### config.mk
export PLATFORM = sky130hd
export DESIGN_NAME = int_ctrl_flat
export DESIGN_NICKNAME = d
export VERILOG_FILES = /design/src/rtl/int_ctrl_pkg.sv /design/src/rtl/int_ctrl_if.sv /design/src/rtl/irq_edge_det.sv /design/src/rtl/int_ctrl.sv /design/src/flat_wrapper.sv
export SDC_FILE = /design/constraint.sdc
export NUM_CORES = 1
export LEC_CHECK = 0
export ABC_AREA = 1
export BUFFER_PORTS_ARGS = -buffer_cell sky130_fd_sc_hd__buf_2
export CORE_MARGIN = 2
export CORE_UTILIZATION = 55
export CTS_BUF_LIST = sky130_fd_sc_hd__clkbuf_2 sky130_fd_sc_hd__clkbuf_4 sky130_fd_sc_hd__clkbuf_8
export DETAILED_ROUTE_END_ITERATION = 7
export PLACE_DENSITY = 0.84
export SLEW_MARGIN = 30
export SYNTH_ARGS = -nofsm -noshare
export SYNTH_HDL_FRONTEND = slang
export SYNTH_SLANG_ARGS = --single-unit
### constraint.sdc
create_clock -name clk -period 2.3 [get_ports clk]
set_input_delay 0.23 -clock clk [delete_from_list [all_inputs] [get_ports clk]]
set_output_delay 0.23 -clock clk [all_outputs]
set_load 0.02 [all_outputs]
### src/rtl/int_ctrl_pkg.sv
// Shared definitions for the interrupt controller: FSM encoding, vector address
// and cause-width helper.
package int_ctrl_pkg;

    typedef enum logic [1:0] {
        S_IDLE    = 2'd0,
        S_REQ     = 2'd1,
        S_SERVICE = 2'd2
    } state_e;

    localparam logic [31:0] IRQ_VECTOR = 32'h0000_0004;

    function automatic int cause_w(input int n_irq);
        return (n_irq < 2) ? 1 : $clog2(n_irq);
    endfunction

endpackage

### src/rtl/int_ctrl_if.sv
// CPU-facing bundle of the interrupt controller; the controller is the slave,
// the CPU/peripheral side is the master.
interface int_ctrl_if #(
    parameter int N_IRQ = 4
);
    import int_ctrl_pkg::*;

    localparam int CW = cause_w(N_IRQ);

    logic [N_IRQ-1:0] irq_in;
    logic [N_IRQ-1:0] irq_mask;
    logic             int_ack;
    logic             eret;
    logic             int_out;
    logic [CW-1:0]    cause;
    logic [N_IRQ-1:0] pending;
    logic             busy;

    modport slave (
        input  irq_in, irq_mask, int_ack, eret,
        output int_out, cause, pending, busy
    );

    modport master (
        output irq_in, irq_mask, int_ack, eret,
        input  int_out, cause, pending, busy
    );

endinterface

### src/rtl/irq_edge_det.sv
// One IRQ line: 2-flop synchroniser, optional debounce filter, rising-edge pulse.
// Debounce is built only when IRQ_DEBOUNCE_EN is defined.
module irq_edge_det #(
    parameter int DB_CYCLES = 16
) (
    input  logic clk,
    input  logic reset,
    input  logic irq_i,
    output logic edge_o
);

    logic sync1_q;
    logic sync2_q;
    logic prev_q;
    logic level;

    always_ff @(posedge clk or posedge reset) begin
        if (reset) begin
            sync1_q <= 1'b0;
            sync2_q <= 1'b0;
            prev_q  <= 1'b0;
        end else begin
            sync1_q <= irq_i;
            sync2_q <= sync1_q;
            prev_q  <= level;
        end
    end

`ifdef IRQ_DEBOUNCE_EN
    localparam int CNT_W = $clog2(DB_CYCLES + 1);

    logic             filt_q, filt_d;
    logic [CNT_W-1:0] cnt_q, cnt_d;

    // Count consecutive cycles where the synchronised level disagrees with the
    // filtered one; any agreement (a bounce back) restarts the window.
    always_comb begin
        filt_d = filt_q;
        cnt_d  = '0;
        if (sync2_q != filt_q) begin
            if (cnt_q == CNT_W'(DB_CYCLES - 1)) begin
                filt_d = sync2_q;
            end else begin
                cnt_d = cnt_q + 1'b1;
            end
        end
    end

    always_ff @(posedge clk or posedge reset) begin
        if (reset) begin
            filt_q <= 1'b0;
            cnt_q  <= '0;
        end else begin
            filt_q <= filt_d;
            cnt_q  <= cnt_d;
        end
    end

    assign level = filt_q;
`else
    assign level = sync2_q;
`endif

    assign edge_o = level & ~prev_q;

endmodule

### src/rtl/int_ctrl.sv
// Interrupt controller: per-line edge capture into pending, masked fixed priority
// (index 0 highest), one in-flight request handshaked by int_ack then eret.
// Optional input debounce is enabled with IRQ_DEBOUNCE_EN.
module int_ctrl
    import int_ctrl_pkg::*;
#(
    parameter int N_IRQ     = 4,
    parameter int DB_CYCLES = 16
) (
    input logic       clk,
    input logic       reset,
    int_ctrl_if.slave bus
);

    localparam int CW = cause_w(N_IRQ);

    state_e           state_q, state_d;
    logic [CW-1:0]    cause_q, cause_d;
    logic             int_out_q, int_out_d;
    logic [N_IRQ-1:0] pending_q, pending_d;

    logic [N_IRQ-1:0] edge_vec;
    logic [N_IRQ-1:0] req_vec;
    logic [N_IRQ-1:0] clr_vec;
    logic [CW-1:0]    winner;

    generate
        for (genvar gi = 0; gi < N_IRQ; gi++) begin : g_line
            irq_edge_det #(
                .DB_CYCLES (DB_CYCLES)
            ) u_edge (
                .clk    (clk),
                .reset  (reset),
                .irq_i  (bus.irq_in[gi]),
                .edge_o (edge_vec[gi])
            );
        end
    endgenerate

    assign req_vec = pending_q & bus.irq_mask;

    // Scan from the top down so the lowest set index is the last one written.
    always_comb begin
        winner = '0;
        for (int i = N_IRQ - 1; i >= 0; i--) begin
            if (req_vec[i]) begin
                winner = CW'(i);
            end
        end
    end

    always_comb begin
        state_d   = state_q;
        cause_d   = cause_q;
        int_out_d = int_out_q;
        clr_vec   = '0;
        case (state_q)
            S_IDLE: begin
                if (req_vec != '0) begin
                    state_d   = S_REQ;
                    cause_d   = winner;
                    int_out_d = 1'b1;
                end
            end
            S_REQ: begin
                if (bus.int_ack) begin
                    state_d          = S_SERVICE;
                    int_out_d        = 1'b0;
                    clr_vec[cause_q] = 1'b1;
                end
            end
            S_SERVICE: begin
                int_out_d = 1'b0;
                if (bus.eret) begin
                    state_d = S_IDLE;
                end
            end
            default: begin
                state_d   = S_IDLE;
                int_out_d = 1'b0;
            end
        endcase
        // A new edge in the ack cycle keeps its bit set.
        pending_d = (pending_q & ~clr_vec) | edge_vec;
    end

    always_ff @(posedge clk or posedge reset) begin
        if (reset) begin
            state_q   <= S_IDLE;
            cause_q   <= '0;
            int_out_q <= 1'b0;
            pending_q <= '0;
        end else begin
            state_q   <= state_d;
            cause_q   <= cause_d;
            int_out_q <= int_out_d;
            pending_q <= pending_d;
        end
    end

    assign bus.int_out = int_out_q;
    assign bus.cause   = cause_q;
    assign bus.pending = pending_q;
    assign bus.busy    = (state_q != S_IDLE);

endmodule
### src/flat_wrapper.sv
// flat-port wrapper written by rule: the top's interface ports become plain ports
module int_ctrl_flat import int_ctrl_pkg::*;
#(
    parameter int N_IRQ     = 4,
    parameter int DB_CYCLES = 16
)
  (clk, reset, bus_irq_in, bus_irq_mask, bus_int_ack, bus_eret, bus_int_out, bus_cause, bus_pending, bus_busy);
  int_ctrl_if #(.N_IRQ(N_IRQ)) bus_i ();
  input logic clk;
  input logic reset;
  input wire logic [$bits(bus_i.irq_in)-1:0] bus_irq_in;
  input wire logic [$bits(bus_i.irq_mask)-1:0] bus_irq_mask;
  input wire logic [$bits(bus_i.int_ack)-1:0] bus_int_ack;
  input wire logic [$bits(bus_i.eret)-1:0] bus_eret;
  output wire logic [$bits(bus_i.int_out)-1:0] bus_int_out;
  output wire logic [$bits(bus_i.cause)-1:0] bus_cause;
  output wire logic [$bits(bus_i.pending)-1:0] bus_pending;
  output wire logic [$bits(bus_i.busy)-1:0] bus_busy;
  assign bus_i.irq_in = bus_irq_in;
  assign bus_i.irq_mask = bus_irq_mask;
  assign bus_i.int_ack = bus_int_ack;
  assign bus_i.eret = bus_eret;
  assign bus_int_out = bus_i.int_out;
  assign bus_cause = bus_i.cause;
  assign bus_pending = bus_i.pending;
  assign bus_busy = bus_i.busy;
  int_ctrl #(.N_IRQ(N_IRQ), .DB_CYCLES(DB_CYCLES)) u_core (.clk(clk), .reset(reset), .bus(bus_i));
endmodule
==> impl_metrics.yaml, run 1 <==
status:
  outcome: "complete, no violations"
routing:
  wl_per_cell_um: 11.2
  vias: 528
  drc_errors: 0
  drt_iter0_markers: 6
  wl_mm: 1.20
  via_per_inst: 4.93
  antenna_left: 0
  first_pass_iters: 4
sta:
  slew-limit-headroom: 0.495
  holdWs_ns: 0.0313
  slew_viol_final: 0
  hold_viol_final: 0
  setup_violations: 0
  min_period_ns: 1.44
  tns_ns: 0
  max_slew.worst_pin.slew_ns: 0.756
  period_share: 0.624
  max_freq_ghz: 0.696
  grt_setup_unrepaired: "no"
  skew_ns: 0.00382
floorplan:
  io_pins: 20
  start_util: 0.583
  dieArea_um2: 1690
  die_y_um: 41.1
  design.core.area_um2: 1300
  std_cell_rows: 13
  die_w_um: 41.1
global_route:
  overflow: 0
  grt_use_met2: 0.277
  grt_usage: 0.162
  grt.met3_usage: 0.0489
  globalRoute.busiestLayer: "met2"
  grt_pass1_vias: 433
  grt_antenna_before_repair: 0
  grt_max_degree: 22
  grt_pass1_wl_mm: 1.67
  use_met1: 0.186
clocking:
  cts_tree: "built"
  cts_setup_buffers: 0
  htree_levels: 1
  clock-sinks: 21
  clock_path_buffers: 2
  insertion_delay_ns: 0.29
  cts_made_buffers: 3
  root_buffer: "clkbuf_4"
  cts_resized: 0
  cts.reportedPaths.clkPinSlew_ns: 0.11
  cts-hold-fix-buffers: 0
power_and_ir_drop:
  internal_power_mw: 0.663
  p_comb_frac: 0.359
  vdd_drop_max_mv: 0.594
  power_density_nw_per_um2: 1200
  switching_share: 0.390
  switching_power_mw: 0.424
  pwr-share-seq: 0.475
  totalPowerFinal_mw: 1.09
  p_leak_nw: 0.463
  power.share.clock: 0.166
synthesis:
  yosys-top-cells-area: "dfrtp_1, nand2_1, o21ai_1, inv_1, nand3_2"
  synth-seq-cells: 21
  synth-async-reset-ratio: 1.00
  ys_seq_area_frac: 0.693
  yosys_warnings: 0
  syn_area_um2: 758
  synth_edf_count: 0
  synthFlopType: "dfrtp_1"
  synthCells: 69
  synth_top_cell_by_area: "dfrtp_1"
  synth_most_common_cell: "dfrtp_1"
  yosys.area.top_type_share: 0.693
  synthDistinctLibCells: 14
  syn-num-nets: 81
  ys_top_cells_by_count: "dfrtp_1, nand2_1, inv_1, o21ai_1"
  avgSynthCellArea_um2: 11.0
place:
  io_buffers: 19
  gp_congestion: 0.677
  dpl.hpwl_um: 912
critical_path:
  crit_family: "flip-flops"
  crit_slowest_cell: "dfrtp_1"
  worstPathMaxFanout: 4
  worst_ep_required_time_ns: 2.07
  crit_chain: "nor2_2 -> inv_2 -> buf_2"
  criticalPathCategory: "reg -> out"
  crit_path_end_kind: "output port"
  cp.buffers_inverters: 2
  slowest_delay_ns: 0.44
  arrival_ns: 1.21
  critPathLaunchType: "flip-flop"
flow_run:
  max_cap_violations: 0
final_layout:
  syn2layout_area_growth_pct: 19.0
  nets: 105
  num_antenna_cells: 0
  drive_gt1_frac: 0.348
hold_path:
  hp-class: "in -> reg"
==> through the flow <==
step	setup slack, ns	instance area (um^2)	util	std cells
6_report	0.864	902	0.693	107
5_1_grt	0.802	902	0.693	107
4_1_cts	0.851	902	0.693	107
3_5_place_dp	1.19	872	0.670	103
3_3_place_gp	1.26	872	0.670	103
2_1_floorplan	1.29	758	-	69
==> final timing paths <==
kind | from | end | cells past startpoint | slack [ns]
max in group asynchronous | reset | u_core.bus.pending[2] | 2 | 1.78
max | u_core.state_q[1] | bus_busy | 3 | 0.86
min reg2reg | u_core.g_line[3].u_edge.sync1_q | u_core.g_line[3].u_edge.level | 0 | 0.36
min in group asynchronous | reset | u_core.g_line[0].u_edge.prev_q | 2 | 0.05
max reg2reg | u_core.bus.pending[3] | u_core.bus.cause[0] | 5 | 1.24
min | bus_irq_in[0] | u_core.g_line[0].u_edge.sync1_q | 1 | 0.03
==> sequential cells by signal, indices dropped and copies added (netlist names) <==
name,cells
u_core.bus.pending,4
u_core.g_line.u_edge.level,4
u_core.g_line.u_edge.prev_q,4
u_core.g_line.u_edge.sync1_q,4
u_core.bus.cause,2
u_core.state_q,2
u_core.bus.int_out,1
==> cells in the final DEF (no fill, tap or decap), types with 2 or more instances in the layout <==
cell type / count
clkbuf_4: 4
o21ai_1: 10
dfrtp_1: 21
buf_2: 19
inv_1: 10
nand2_1: 16
nand2_2: 2
nand3_2: 2
==> power groups by stage <==
stage          combinational [mW]  sequential (mW)  clock [mW]
6_report                    0.390            0.516       0.180
3_5_place_dp                0.393            0.525           0
5_1_grt                     0.434            0.528       0.201
2_1_floorplan               0.212            0.583           0
3_3_place_gp                0.380            0.522           0
4_1_cts                     0.394            0.517       0.186
==> layer usage <==
layer / part of all wire / wire length, um / vias to the layer above
li1: - / - / 263
met1: 0.44 / 530 / 250
met2: 0.50 / 594 / 13
met3: 0.051 / 61 / 2
met4: 0.0084 / 10 / 0
met5: 0 / 0 / -
==> cell type report <==
class	instances	area, um^2
clock buffers	4	30.0
flip-flops and latches	21	526
repair buffers	19	95.1
multi-input cells	37	191
inverters	11	41.3
well taps	15	18.8
fillers	102	399
==> cell families (layout without fill, tap and decap cells) <==
| group | Yosys count | count (layout) | share of synthesized area |
|---|---|---|---|
| and+or+nand+nor | 24 | 24 | 0.157 |
| DFF | 21 | 21 | 0.693 |
| AOI/OAI and AO/OA | 13 | 13 | 0.0957 |
| buffers and inverters | 11 | 34 | 0.0545 |
Note: power is estimated with default switching activity, not from simulation.
==> run 2: changes to the inputs <==
--- a/config.mk
+++ b/config.mk
@@ -8,10 +8,10 @@
 export ABC_AREA = 1
 export BUFFER_PORTS_ARGS = -buffer_cell sky130_fd_sc_hd__buf_2
 export CORE_MARGIN = 2
-export CORE_UTILIZATION = 55
+export CORE_UTILIZATION = 47
 export CTS_BUF_LIST = sky130_fd_sc_hd__clkbuf_2 sky130_fd_sc_hd__clkbuf_4 sky130_fd_sc_hd__clkbuf_8
 export DETAILED_ROUTE_END_ITERATION = 7
-export PLACE_DENSITY = 0.84
+export PLACE_DENSITY = 0.76
 export SLEW_MARGIN = 30
 export SYNTH_ARGS = -nofsm -noshare
 export SYNTH_HDL_FRONTEND = slang
==> constraint.sdc (replaced) <==
create_clock -name clk -period 1.2 [get_ports clk]
set_input_delay 0.12 -clock clk [delete_from_list [all_inputs] [get_ports clk]]
set_output_delay 0.12 -clock clk [all_outputs]
set_load 0.02 [all_outputs]
==> impl_metrics.yaml, run 2 (synthesis results as in run 1) <==
sta:
  slew_viol_final: 0
  max_freq_ghz: 0.875
  tns_ns: 0
  slew-limit-headroom: 0.831
  holdWs_ns: 0.0362
  skew_ns: 0.000995
  min_period_ns: 1.14
  period_share: 0.953
  max_slew.worst_pin.slew_ns: 0.254
  grt_setup_unrepaired: "no"
  setup_violations: 0
  hold_viol_final: 0
critical_path:
  r2r-end: "u_core.bus.pending[0]"
  critPathLaunchType: "flip-flop"
  crit_path_end_kind: "output port"
  rrSetupSlack_ns: 0.08
  criticalPathCategory: "reg -> out"
  rr_worst_depth: 5
  r2r-start: "u_core.state_q[1]"
  worstPathMaxFanout: 2
  worst_ep_required_time_ns: 1.08
  arrival_ns: 1.02
floorplan:
  die_w_um: 44.2
  start_util: 0.503
  design.core.area_um2: 1510
  die_y_um: 44.2
  io_pins: 20
  dieArea_um2: 1950
  std_cell_rows: 14
clocking:
  root_buffer: "clkbuf_4"
  insertion_delay_ns: 0.29
  cts.reportedPaths.clkPinSlew_ns: 0.10
  htree_levels: 1
  clock-sinks: 21
  cts_tree: "built"
  cts_made_buffers: 3
  clock_path_buffers: 2
status:
  outcome: "complete, no violations"
routing:
  vias: 552
  drt_iter0_markers: 2
  wl_per_cell_um: 10.3
  drc_errors: 0
  first_pass_iters: 2
  via_per_inst: 4.76
  antenna_left: 0
  wl_mm: 1.19
global_route:
  grt_usage: 0.146
  grt_pass1_vias: 514
  grt_pass1_wl_mm: 1.99
  grt_max_degree: 22
  overflow: 0
  grt_antenna_before_repair: 0
power_and_ir_drop:
  vdd_drop_max_mv: 0.999
  totalPowerFinal_mw: 2.17
  p_leak_nw: 0.499
  power_density_nw_per_um2: 2200
final_layout:
  layout_common_cells: "dfrtp_1, buf_2, nand2_1"
  layout_commonest_cell: "dfrtp_1"
  nets: 113
  multi_input_area_um2: 200
  syn2layout_area_growth_pct: 30.0
  postLayoutCellArea_um2: 986
  fillers: 126
  num_antenna_cells: 0
  register_area_um2: 527
  drive_gt1_frac: 0.370
  final_cell_count_no_fill: 116
hold_path:
  hp-class: "in -> reg"
  min_to: "u_core.state_q[1]"
  whs_path_depth: 2
  hp-start: "bus_eret"
place:
  dpl_cell_area_um2: 881
  dpl.hpwl_um: 888
  io_buffers: 19
  dpl.cell_count: 105
  gp_congestion: 0.865
flow_run:
  max_cap_violations: 0
## run 2: layer usage
layer / up-vias / wire (um) / global-route usage
li1: 278 / - / -
met1: 258 / 527 / 0.174
met2: 14 / 606 / 0.247
met3: 2 / 53 / 0.0367
met4: 0 / 4 / 0.0727
met5: - / 0 / 0
## run 2: what timing repair did
action / 4_1_cts / 5_1_grt
pin swaps: 1 / 1
hold buffers: 5 / 0
endpoints found under the hold margin: 25 / 0
setup endpoints to repair: 1 / 2
resized for setup: 2 / 1
setup buffers: 2 / 0
## run 2: final cells by class
type	instances	share of cell area
repair buffers	27	0.170
clock buffers	4	0.0305
flip-flops and latches	21	0.534
well taps	16	0.0203
multi-input cells	37	0.203
inverters	11	0.0419
## run 2: worst max-delay path by stage
stage	startpoint	end	slack (ns)	depth (start not counted)
after floorplan	u_core.bus.pending[3]	u_core.bus.cause[0]	0.19	5
after global placement	u_core.state_q[1]	u_core.bus.pending[0]	0.20	4
after detailed placement	u_core.state_q[1]	u_core.bus.pending[1]	0.17	4
after CTS	u_core.state_q[0]	bus_busy	0.03	3
after global routing	u_core.state_q[0]	bus_busy	0.002	3
final	u_core.state_q[0]	bus_busy	0.06	3
## run 2: through the flow
step / utilization / setup WS [ns]
detailed placement: 0.585 / 0.168
global placement: 0.585 / 0.200
finish: 0.654 / 0.0565
CTS: 0.652 / 0.0313
global route: 0.654 / 0.00217
floorplan: - / 0.188
## run 2: worst max-delay path, stage by stage, from the launching register on
cell and delay (ns):
dfrtp_1 0.42, nor2_4 0.13, inv_2 0.04, buf_2 0.15
## run 2: where the power goes
group	switching, mW	total [mW]	internal (mW)
Combinational	0.513	0.840	0.327
Clock	0.182	0.334	0.152
Sequential	0.127	0.993	0.866
Total	0.822	2.17	1.34
==> run 3: changes to the inputs <==
--- a/config.mk
+++ b/config.mk
@@ -7,12 +7,14 @@
 export LEC_CHECK = 0
 export ABC_AREA = 1
 export BUFFER_PORTS_ARGS = -buffer_cell sky130_fd_sc_hd__buf_2
+export CELL_PAD_IN_SITES_DETAIL_PLACEMENT = 0
+export CELL_PAD_IN_SITES_GLOBAL_PLACEMENT = 2
 export CORE_MARGIN = 2
-export CORE_UTILIZATION = 47
+export CORE_UTILIZATION = 29
 export CTS_BUF_LIST = sky130_fd_sc_hd__clkbuf_2 sky130_fd_sc_hd__clkbuf_4 sky130_fd_sc_hd__clkbuf_8
 export DETAILED_ROUTE_END_ITERATION = 7
-export PLACE_DENSITY = 0.76
-export SLEW_MARGIN = 30
+export PLACE_DENSITY = 0.75
+export SLEW_MARGIN = 15
 export SYNTH_ARGS = -nofsm -noshare
 export SYNTH_HDL_FRONTEND = slang
 export SYNTH_SLANG_ARGS = --single-unit
==> impl_metrics.yaml, run 3 (synthesis results as in run 1) <==
routing:
  wl_mm: 1.32
  drt_iter0_markers: 5
  antenna_left: 0
  drc_errors: 0
  wl_per_cell_um: 10.1
  vias: 563
  first_pass_iters: 4
  via_per_inst: 4.30
sta:
  period_share: 0.975
  min_period_ns: 1.17
  setup_violations: 0
  holdWs_ns: 0.00583
  fin_ws_ns: 0.0300
  skew_ns: 0.00466
  max_freq_ghz: 0.855
  slew-limit-headroom: 0.827
  slew_viol_final: 0
  tns_ns: 0
  max_slew.worst_pin.slew_ns: 0.260
  hold_viol_final: 0
  grt_setup_unrepaired: "yes"
global_route:
  grt.met3_usage: 0.0645
  grt_usage: 0.109
  grt_max_degree: 22
  grt_antenna_before_repair: 0
  globalRoute.busiestLayer: "met2"
  grt_pass1_vias: 557
  grt_use_met2: 0.181
  grt_pass1_wl_mm: 2.24
  use_met1: 0.120
  overflow: 0
clocking:
  insertion_delay_ns: 0.30
  htree_levels: 1
  clock_path_buffers: 2
  cts_made_buffers: 3
  root_buffer: "clkbuf_4"
  cts.reportedPaths.clkPinSlew_ns: 0.12
  clock-sinks: 21
  cts_tree: "built"
floorplan:
  std_cell_rows: 18
  design.core.area_um2: 2480
  start_util: 0.306
  die_y_um: 55.1
  die_w_um: 55.1
  dieArea_um2: 3040
  io_pins: 20
critical_path:
  slowest_delay_ns: 0.44
  crit_slowest_cell: "dfrtp_2"
  arrival_ns: 1.05
  crit_chain: "nor2_4 -> inv_2 -> buf_6"
  crit_path_end_kind: "output port"
  criticalPathCategory: "reg -> out"
  worst_ep_required_time_ns: 1.08
  critPathLaunchType: "flip-flop"
  worstPathMaxFanout: 2
status:
  outcome: "complete, no violations"
final_layout:
  nets: 114
  layout_commonest_cell: "dfrtp_1"
  fillers: 255
  utilization: 0.411
  postLayoutCellArea_um2: 1020
  syn2layout_area_growth_pct: 34.2
  layout_common_cells: "dfrtp_1, buf_2, nand2_1"
  final_cell_count_no_fill: 131
  drive_gt1_frac: 0.376
  num_antenna_cells: 0
place:
  gp_congestion: 0.743
  dpl_cell_area_um2: 898
  dpl.cell_count: 119
  dpl.hpwl_um: 970
  io_buffers: 19
  place_ws_ns: 0.186
power_and_ir_drop:
  p_leak_nw: 0.502
  totalPowerFinal_mw: 2.25
  vdd_drop_max_mv: 1.07
  power_density_nw_per_um2: 2210
hold_path:
  hp-class: "in -> reg"
flow_run:
  max_cap_violations: 0
==> run 3: power breakdown <==
part	leakage (nW)	switching [mW]	internal, mW	total, mW
logic	0.250	0.529	0.377	0.905
registers	0.238	0.133	0.865	0.999
clock network	0.0139	0.218	0.127	0.345
total	0.502	0.880	1.37	2.25
==> run 3: metal layers <==
metal  wire [um]  vias to the layer above
met1         554                      271
met3         105                        0
li1            -                      276
met2         665                       16
met4           0                        0
met5           0                        -
==> run 3: critical path, delay by kind of cell, from the launching register on <==
| kind | cells | cell delay, ns |
|---|---|---|
| DFF | 1 | 0.44 |
| buffers and inverters | 2 | 0.17 |
| and+or+nand+nor | 1 | 0.13 |
==> run 3: path summary, 6_finish.rpt <==
path                                                  from                             to  slack (ns)  depth (start not counted)
max                                      u_core.state_q[1]                       bus_busy        0.03                          3
min                                               bus_eret              u_core.state_q[1]       0.006                          2
max reg2reg                              u_core.state_q[1]          u_core.bus.pending[1]        0.07                          5
min reg2reg                u_core.g_line[2].u_edge.sync1_q  u_core.g_line[2].u_edge.level        0.36                          0
max in group asynchronous                            reset              u_core.state_q[1]        0.61                          4
min in group asynchronous                            reset          u_core.bus.pending[1]        0.37                          4
==> run 3: cell type report <==
cell class / count / area (um^2) / share of cell area
Tap cell: 30 / 37.5 / 0.0369
Clock buffer: 3 / 22.5 / 0.0221
Clock inverter: 1 / 7.51 / 0.00738
Inverter: 11 / 41.3 / 0.0406
Timing Repair Buffer: 28 / 181 / 0.178
Sequential cell: 21 / 527 / 0.518
Multi-Input combinational cell: 37 / 200 / 0.197
==> run 3: what timing repair did <==
action | CTS | global route
pin swaps | 1 | 3
hold endpoints to repair | 25 | 0
hold buffers | 5 | 0
setup endpoints to repair | 1 | 3
gates cloned | 0 | 0
resized for setup | 4 | 1
buffers inserted | 2 | 1
